`src/rtl/unified_mem_arbiter.sv`:
```
// Purpose: shares one single-port fixed-latency memory between instruction fetch and data load/store.
// Latency: grant on the edge a request is seen, MEM_LAT busy cycles, Ready pulse in cycle MEM_LAT+1.
// Backpressure: requesters hold their request until Ready; Stall freezes the pipeline while any wait.
module unified_mem_arbiter #(
  parameter int AW         = 32,
  parameter int DW         = 32,
  parameter int MEM_LAT    = 2,
  parameter int STARVE_LIM = 4
) (
  input  logic          CLK,
  input  logic          Reset_L,
  // instruction fetch port
  input  logic          IReq,
  input  logic [AW-1:0] IAddr,
  output logic [DW-1:0] IData,
  output logic          IReady,
  // data load/store port
  input  logic          DRead,
  input  logic          DWrite,
  input  logic [AW-1:0] DAddr,
  input  logic [DW-1:0] DWData,
  output logic [DW-1:0] DRData,
  output logic          DReady,
  // memory side
  output logic [AW-1:0] MemAddr,
  output logic [DW-1:0] MemWData,
  output logic          MemRE,
  output logic          MemWE,
  input  logic [DW-1:0] MemRData,
  // hazard logic
  output logic          Stall
);

  localparam int LW = $clog2(MEM_LAT) + 1;
  localparam int SW = $clog2(STARVE_LIM + 1);
  localparam logic [LW-1:0] LAT_LOAD   = LW'(MEM_LAT - 1);
  localparam logic [SW-1:0] STARVE_MAX = SW'(STARVE_LIM);

  typedef enum logic [1:0] {
    ST_IDLE,
    ST_IACC,
    ST_DACC
  } state_t;

  state_t        state_q, state_d;
  logic [LW-1:0] lat_q, lat_d;
  logic [SW-1:0] starve_q, starve_d;
  logic [DW-1:0] idata_q, idata_d;
  logic [DW-1:0] drdata_q, drdata_d;
  logic [DW-1:0] mem_wdata_q, mem_wdata_d;
  logic [AW-1:0] mem_addr_q, mem_addr_d;
  logic          iready_q, iready_d;
  logic          dready_q, dready_d;
  logic          mem_re_q, mem_re_d;
  logic          mem_we_q, mem_we_d;

  logic d_req;
  logic i_req_eff;
  logic d_req_eff;
  logic acc_done;
  logic arb_en;
  logic starved;
  logic grant_i;
  logic grant_d;

  // Arbitration: a port whose Ready is high this cycle is dropping its request and
  // is ignored. Data wins unless fetch has been passed over STARVE_LIM times in a row.
  always_comb begin
    d_req     = DRead | DWrite;
    i_req_eff = IReq & ~iready_q;
    d_req_eff = d_req & ~dready_q;
    acc_done  = (state_q != ST_IDLE) && (lat_q == '0);
    arb_en    = (state_q == ST_IDLE) || acc_done;
    starved   = (starve_q == STARVE_MAX) && i_req_eff;
    grant_d   = arb_en && d_req_eff && !starved;
    grant_i   = arb_en && i_req_eff && (!d_req_eff || starved);
  end

  // FSM next state, memory command latch and completion capture. The completion
  // edge doubles as an arbitration edge so back-to-back accesses have no bubble.
  always_comb begin
    state_d     = state_q;
    lat_d       = lat_q;
    mem_addr_d  = mem_addr_q;
    mem_wdata_d = mem_wdata_q;
    mem_re_d    = mem_re_q;
    mem_we_d    = mem_we_q;
    idata_d     = idata_q;
    drdata_d    = drdata_q;
    iready_d    = 1'b0;
    dready_d    = 1'b0;

    if (acc_done) begin
      if (state_q == ST_IACC) begin
        idata_d  = MemRData;
        iready_d = 1'b1;
      end else begin
        dready_d = 1'b1;
        // a store leaves the last load result visible
        if (!mem_we_q) begin
          drdata_d = MemRData;
        end
      end
    end

    if (grant_i) begin
      state_d    = ST_IACC;
      lat_d      = LAT_LOAD;
      mem_addr_d = IAddr;
      mem_re_d   = 1'b1;
      mem_we_d   = 1'b0;
    end else if (grant_d) begin
      state_d     = ST_DACC;
      lat_d       = LAT_LOAD;
      mem_addr_d  = DAddr;
      mem_wdata_d = DWData;
      // a simultaneous read and write request is served as a write
      mem_we_d    = DWrite;
      mem_re_d    = ~DWrite;
    end else if (acc_done) begin
      state_d  = ST_IDLE;
      mem_re_d = 1'b0;
      mem_we_d = 1'b0;
    end else if (state_q != ST_IDLE) begin
      lat_d = lat_q - LW'(1);
    end
  end

  // Starvation counter: counts data grants taken while fetch was waiting.
  always_comb begin
    starve_d = starve_q;
    if (!IReq || grant_i) begin
      starve_d = '0;
    end else if (grant_d && (starve_q != STARVE_MAX)) begin
      starve_d = starve_q + SW'(1);
    end
  end

  // State registers; reset aborts any access in flight without a Ready.
  always_ff @(posedge CLK or negedge Reset_L) begin
    if (!Reset_L) begin
      state_q     <= ST_IDLE;
      lat_q       <= '0;
      starve_q    <= '0;
      idata_q     <= '0;
      drdata_q    <= '0;
      mem_addr_q  <= '0;
      mem_wdata_q <= '0;
      mem_re_q    <= 1'b0;
      mem_we_q    <= 1'b0;
      iready_q    <= 1'b0;
      dready_q    <= 1'b0;
    end else begin
      state_q     <= state_d;
      lat_q       <= lat_d;
      starve_q    <= starve_d;
      idata_q     <= idata_d;
      drdata_q    <= drdata_d;
      mem_addr_q  <= mem_addr_d;
      mem_wdata_q <= mem_wdata_d;
      mem_re_q    <= mem_re_d;
      mem_we_q    <= mem_we_d;
      iready_q    <= iready_d;
      dready_q    <= dready_d;
    end
  end

  assign IData    = idata_q;
  assign IReady   = iready_q;
  assign DRData   = drdata_q;
  assign DReady   = dready_q;
  assign MemAddr  = mem_addr_q;
  assign MemWData = mem_wdata_q;
  assign MemRE    = mem_re_q;
  assign MemWE    = mem_we_q;
  assign Stall    = (IReq & ~iready_q) | (d_req & ~dready_q);

endmodule

```
`config.mk`:
```
export PLATFORM = sky130hd
export DESIGN_NAME = unified_mem_arbiter
export DESIGN_NICKNAME = d
export VERILOG_FILES = /design/src/rtl/unified_mem_arbiter.sv
export SDC_FILE = /design/constraint.sdc
export NUM_CORES = 1
export LEC_CHECK = 0
export BUFFER_PORTS_ARGS = -buffer_cell sky130_fd_sc_hd__buf_2
export CORE_MARGIN = 10
export CORE_UTILIZATION = 46
export CTS_CLUSTER_DIAMETER = 60
export CTS_CLUSTER_SIZE = 10
export DETAILED_ROUTE_END_ITERATION = 8
export PLACE_DENSITY = 0.85
export SETUP_SLACK_MARGIN = 0.05
export SLEW_MARGIN = 20
export SYNTH_ARGS = -nofsm -noshare
export SYNTH_HDL_FRONTEND = slang
export SYNTH_SLANG_ARGS = --single-unit
```
`constraint.sdc`:
```
create_clock -name CLK -period 2.4 [get_ports CLK]
set_input_delay 0.24 -clock CLK [delete_from_list [all_inputs] [get_ports CLK]]
set_output_delay 0.24 -clock CLK [all_outputs]
set_load 0.02 [all_outputs]
```
Word-level counts from Yosys, hierarchy flattened:

Index checks and enable logic that the tools add are counted.

* add/sub/neg operators: 2
* $mul: 0
* div/mod/pow operators: 0
* order comparisons: 0
* equal/unequal tests: 4
* shift operators: 0
* multiplexer cells: 20
* bitwise gates (word level): 10
* reduce and logical (&&, ||, !) cells: 24

Operator list (number)
* $mux 32: 2
* $mux 2: 7
* $mux 1: 9
* $logic_and 1x1->1: 7
* $mux 3: 2
* $not 1->1: 6
* $reduce_and 2->1: 3
* $reduce_bool 2->1: 3
* $reduce_bool 3->1: 2
* $logic_not 2->1: 2
* $add 3x1->3 const B: 1
* $eq 3x3->1 const B: 1
* $logic_not 1->1: 3
* $logic_or 1x1->1: 3
* $ne 3x1->1 const B: 1
* $ne 3x3->1 const B: 1
* $reduce_and 3->1: 1
* $and 1x1->1: 2
* $eq 2x1->1 const B: 1
* $or 1x1->1: 2
* $sub 2x1->2 const B: 1

* flip-flop bits (word level): 139
* latch bits: 0
* memory bits (writable): 0
* memory bits (read-only): 0
* output and inout port bits: 133
* logic and storage cells: 71
* memories: 0

Logic depth before layout (Yosys ltp):

* depth after elaboration: 8
* mapped depth: 8
* depth with buffers taken out: 6

Worst setup path before layout:

Ideal clock, no wire load.

* kind: flip-flop to flip-flop
* start: register starve_q[0]
* end: register mem_wdata_q[10] (netlist: MemWData[10])
* arrival time: 1.575 ns
* data required time: 2.275 ns
* setup slack: 0.700 ns
* stages on the path, launching flop included: 7
* path through: dfrtp_1 inv_1 ha_1 nand2_1 o211ai_4 buf_6 mux2_2

* longest elaborated chain between the ends: 6
* elaborated cells between the ends (all ways): 8

RTL lines
* start: declaration: line 47 `logic [SW-1:0] starve_q, starve_d;`
* start signal: assignment: line 156 `starve_q <= starve_d;`
* $eq 3x3->1 *: line 74 `starved = (starve_q == STARVE_MAX) && i_req_eff;`
* $logic_and 1x1->1 *: line 74
* $logic_or 1x1->1: line 76 `grant_i = arb_en && i_req_eff && (!d_req_eff || starved);`
* $logic_and 1x1->1: line 76
* $not 1->1 (no line)
* $reduce_and 2->1 (no line) *
* end signal: assignment: line 160 `mem_wdata_q <= mem_wdata_d;`
* end: declaration: line 50 `logic [DW-1:0] mem_wdata_q, mem_wdata_d;`

Mark *: on every way between the ends. The rest lies on a longest branch, timed or not.
A chain may end at the register's enable or synchronous reset.

Worst setup path in the final report:

* start: register lat_q[0]
* end: register mem_addr_q[21] (netlist: MemAddr[21])

* longest elaborated chain between the ends: 6
* elaborated cells between the ends (all ways): 9

RTL lines
* start: declaration: line 46 `logic [LW-1:0] lat_q, lat_d;`
* start signal: assignment: line 155 `lat_q <= lat_d;`
* $logic_not 2->1 *: line 72 `acc_done = (state_q != ST_IDLE) && (lat_q == '0);`
* $logic_and 1x1->1 *: line 72
* $logic_or 1x1->1 *: line 73 `arb_en = (state_q == ST_IDLE) || acc_done;`
* $logic_and 1x1->1, on equally long branches (2 in a row): line 76, 75
* $mux 32 / $reduce_bool 2->1 (equally long branches)
* end signal: assignment: line 159 `mem_addr_q <= mem_addr_d;`
* end: declaration: line 51 `logic [AW-1:0] mem_addr_q, mem_addr_d;`

Marks and branches as above.

==> impl_metrics.py <==
metrics = {
    "synthesis": {
        "syn_avg_cell_area_um2": 12.9,
        "syn_inst": 434,
        "ys_warn_count": 0,
        "netlist_area_um2": 5590,
        "syn-num-nets": 570,
        "synth_seq_cells": 139,
        "ys_types": 32,
        "seq_area_frac_synth": 0.622,
    },
    "critical_path": {
        "end_kind": "register",
        "criticalPathCategory": "reg2reg",
        "required_ns": 2.72,
        "critPathLaunchType": "register",
        "r2r_end": "MemAddr[21]",
        "worstRegToRegCells": 7,
        "crit_arrival_ns": 2.31,
        "worstReg2RegStart": "lat_q[0]",
        "cp_max_fo": 33,
        "r2r_slack_ns": 0.41,
    },
    "layout": {
        "drive_above_1_share": 0.561,
        "final_nets": 840,
        "finish.utilization": 0.638,
        "n_antenna_cell": 0,
        "area_delta_synth_final_pct": 36.4,
        "post-route-cell-area_um2": 7630,
    },
    "clock_tree": {
        "cts_buffers": 17,
        "cts_tree": "built",
        "clockBufferDepth": 2,
        "post-cts-setup-buffers": 0,
        "path_clk_slew_ns": 0.06,
        "clk_latency_ns": 0.41,
        "root_buffer": "clkbuf_16",
        "cts_resized": 0,
        "cts_sinks": 139,
        "cts-htree-levels": 4,
    },
    "placed_design": {
        "place_hpwl_mm": 12.5,
        "gp_congestion": 0.871,
        "port_buffers": 265,
        "placed_area_um2": 7090,
        "pre_cts_ws_ns": 0.447,
    },
    "hold_path": {
        "holdPathEnd": "DRData[9]",
        "hold_depth": 2,
        "hp-class": "in2reg",
        "worstHoldStart": "MemRData[9]",
    },
    "global_routing": {
        "overflow": 0,
        "grt_pass1_wl_mm": 24.8,
        "grt_antenna_before_repair": 0,
        "grtUsageTotal": 0.189,
        "grt_pass1_vias": 4793,
        "grt_max_degree": 67,
    },
    "power_and_ir_drop": {
        "power_frac_seq": 0.343,
        "clockPowerShare": 0.194,
        "total_leakage_power_nw": 3.77,
        "switchingPower_mw": 4.85,
        "pwr-share-comb": 0.463,
        "p_int_mw": 7.25,
        "power_per_cell_area_nw_per_um2": 1590,
        "max-vdd-ir-drop_v": 0.000843,
        "sw_frac_of_total": 0.401,
    },
    "routing": {
        "drt_iter0_drc": 276,
        "drcViolationCount": 0,
        "dr.pass1.iters": 5,
        "wl_mm": 16.1,
        "vias": 4422,
        "drt-wirelength-per-cell_um": 18.7,
        "vias_per_cell": 5.13,
        "antenna_left": 0,
    },
    "die": {
        "die-area_um2": 17000,
        "die_h_um": 130,
        "io_pins": 266,
        "rows": 40,
        "core_area_um2": 12000,
        "start_util": 0.468,
        "die_w_um": 130,
    },
    "timing": {
        "hold_viol": 0,
        "slew_headroom": 0.690,
        "setup-tns-final_ns": 0,
        "clock.fmax_mhz": 502,
        "worstMarginPinSlew_ns": 0.465,
        "setup_slack_ns": 0.407,
        "maxSlewViolCount": 0,
        "grt_setup_unrepaired": "no",
        "setup_viol": 0,
        "period_needed_ns": 1.99,
        "skew_ns": 0.00516,
        "period_share": 0.830,
    },
    "run_status": {
        "outcome": "complete, no violations",
    },
    "flow_run": {
        "maxCapViolations": 0,
    },
}
==> state kept, by name, summed over array words and instances, names as in the netlist <==
name,count
state_q,2
MemWE,1
MemAddr,32
MemRE,1
IData,32
lat_q,2
IReady,1
DRData,32
DReady,1
MemWData,32
starve_q,3
==> per-stage QoR <==
step / hold slack [ns] / power (mW) / std cells
floorplan: -0.0556 / 7.84 / 434
global placement: 0.201 / 9.58 / 831
detailed placement: 0.210 / 9.86 / 831
CTS: 0.0369 / 12.2 / 862
global route: 0.0423 / 12.9 / 862
finish: 0.0538 / 12.1 / 862
==> power by group through the flow <==
stage	Clock (mW)	Combinational, mW	Sequential, mW
after detailed placement	0	5.68	4.18
after global routing	2.52	6.03	4.31
after global placement	0	5.51	4.07
after floorplan	0	2.29	5.55
after CTS	2.40	5.69	4.16
final	2.35	5.60	4.15
==> worst max-delay path, cell delays in order, from the launching register on <==
cell     delay [ns]
dfrtp_1        0.39
inv_1          0.06
ha_1           0.25
o21ba_2        0.38
a211o_1        0.17
buf_4          0.33
nand2_1        0.10
a31oi_1        0.21
==> cells in the mapped netlist <==
master	count	share of area
a22o_1	1	0.0016
mux2_1	1	0.0020
and2_1	1	0.0011
clkbuf_1	3	0.0020
buf_4	1	0.0013
buf_6	6	0.012
o21ba_2	2	0.0036
mux2_2	95	0.19
o31ai_1	1	0.0013
inv_1	9	0.0060
nand3_1	2	0.0018
nor3_1	1	0.00089
o211ai_1	1	0.0013
a21oi_1	2	0.0018
nor2_1	32	0.021
o211ai_4	1	0.0038
a31oi_1	33	0.037
o22ai_1	3	0.0034
o21bai_2	1	0.0020
o21bai_1	1	0.0013
a211oi_4	1	0.0036
ha_1	3	0.0067
buf_2	13	0.012
a21oi_2	1	0.0016
dfrtp_1	139	0.62
and3_1	1	0.0011
nand2b_2	1	0.0016
nand2_1	72	0.048
o21ai_0	3	0.0027
a211o_1	1	0.0016
nand2b_1	1	0.0011
a21o_1	1	0.0013
==> per-layer routing <==
| layer | wire (µm) | GRT usage |
|---|---|---|
| met5 | 0 | 0 |
| met4 | 282 | 0.0728 |
| met3 | 2150 | 0.0909 |
| met2 | 8190 | 0.331 |
| met1 | 5510 | 0.190 |
==> cell usage in the layout (no fill, tap or decap), drive strengths merged <==
cell type	instances
nor2	32
dfrtp	139
o31ai	1
o211ai	2
o21ai	3
o21ba	2
a22o	1
clkinv	2
nand3	2
nor3	1
a211oi	1
clkinvlp	4
buf	273
bufinv	1
inv	9
a21oi	3
a31oi	33
mux2	96
ha	3
a21o	1
and2	1
and3	1
a211o	1
clkbuf	23
o21bai	2
dlygate4sd3	1
o22ai	3
nand2	72
nand2b	2
==> logic make-up (layout without fill, tap and decap cells) <==
kind of cell | Yosys count | after routing | share of synthesized area
compound gates | 53 | 53 | 0.0678
fa+ha+maj | 3 | 3 | 0.00671
buf+inv | 32 | 313 | 0.0331
flops | 139 | 139 | 0.622
mux | 96 | 96 | 0.193
simple gates | 111 | 111 | 0.0774
==> repair_timing <==
item | in CTS | in global routing
hold buffers | 1 | 0
endpoints found under the hold margin | 48 | 0
endpoints found under the setup margin | 0 | 0
==> how the worst max path moves through the flow <==
stage | to | cells past startpoint | start
6_report | MemAddr[21] | 7 | lat_q[0]
5_1_grt | MemAddr[21] | 7 | lat_q[0]
4_1_cts | MemAddr[21] | 7 | lat_q[0]
3_5_place_dp | MemAddr[21] | 7 | lat_q[0]
3_3_place_gp | starve_q[2] | 7 | lat_q[0]
2_1_floorplan | MemWData[10] | 6 | starve_q[0]
==> area by class of cell <==
class,count,area [µm²]
clock buffer,23,458
clock inverter,7,70.1
fill,923,4330
inverter,9,33.8
multi-input combinational,263,1940
sequential,139,3480
tap,147,184
timing repair buffer,274,1470
No activity file was read; power rests on OpenSTA's default activity.
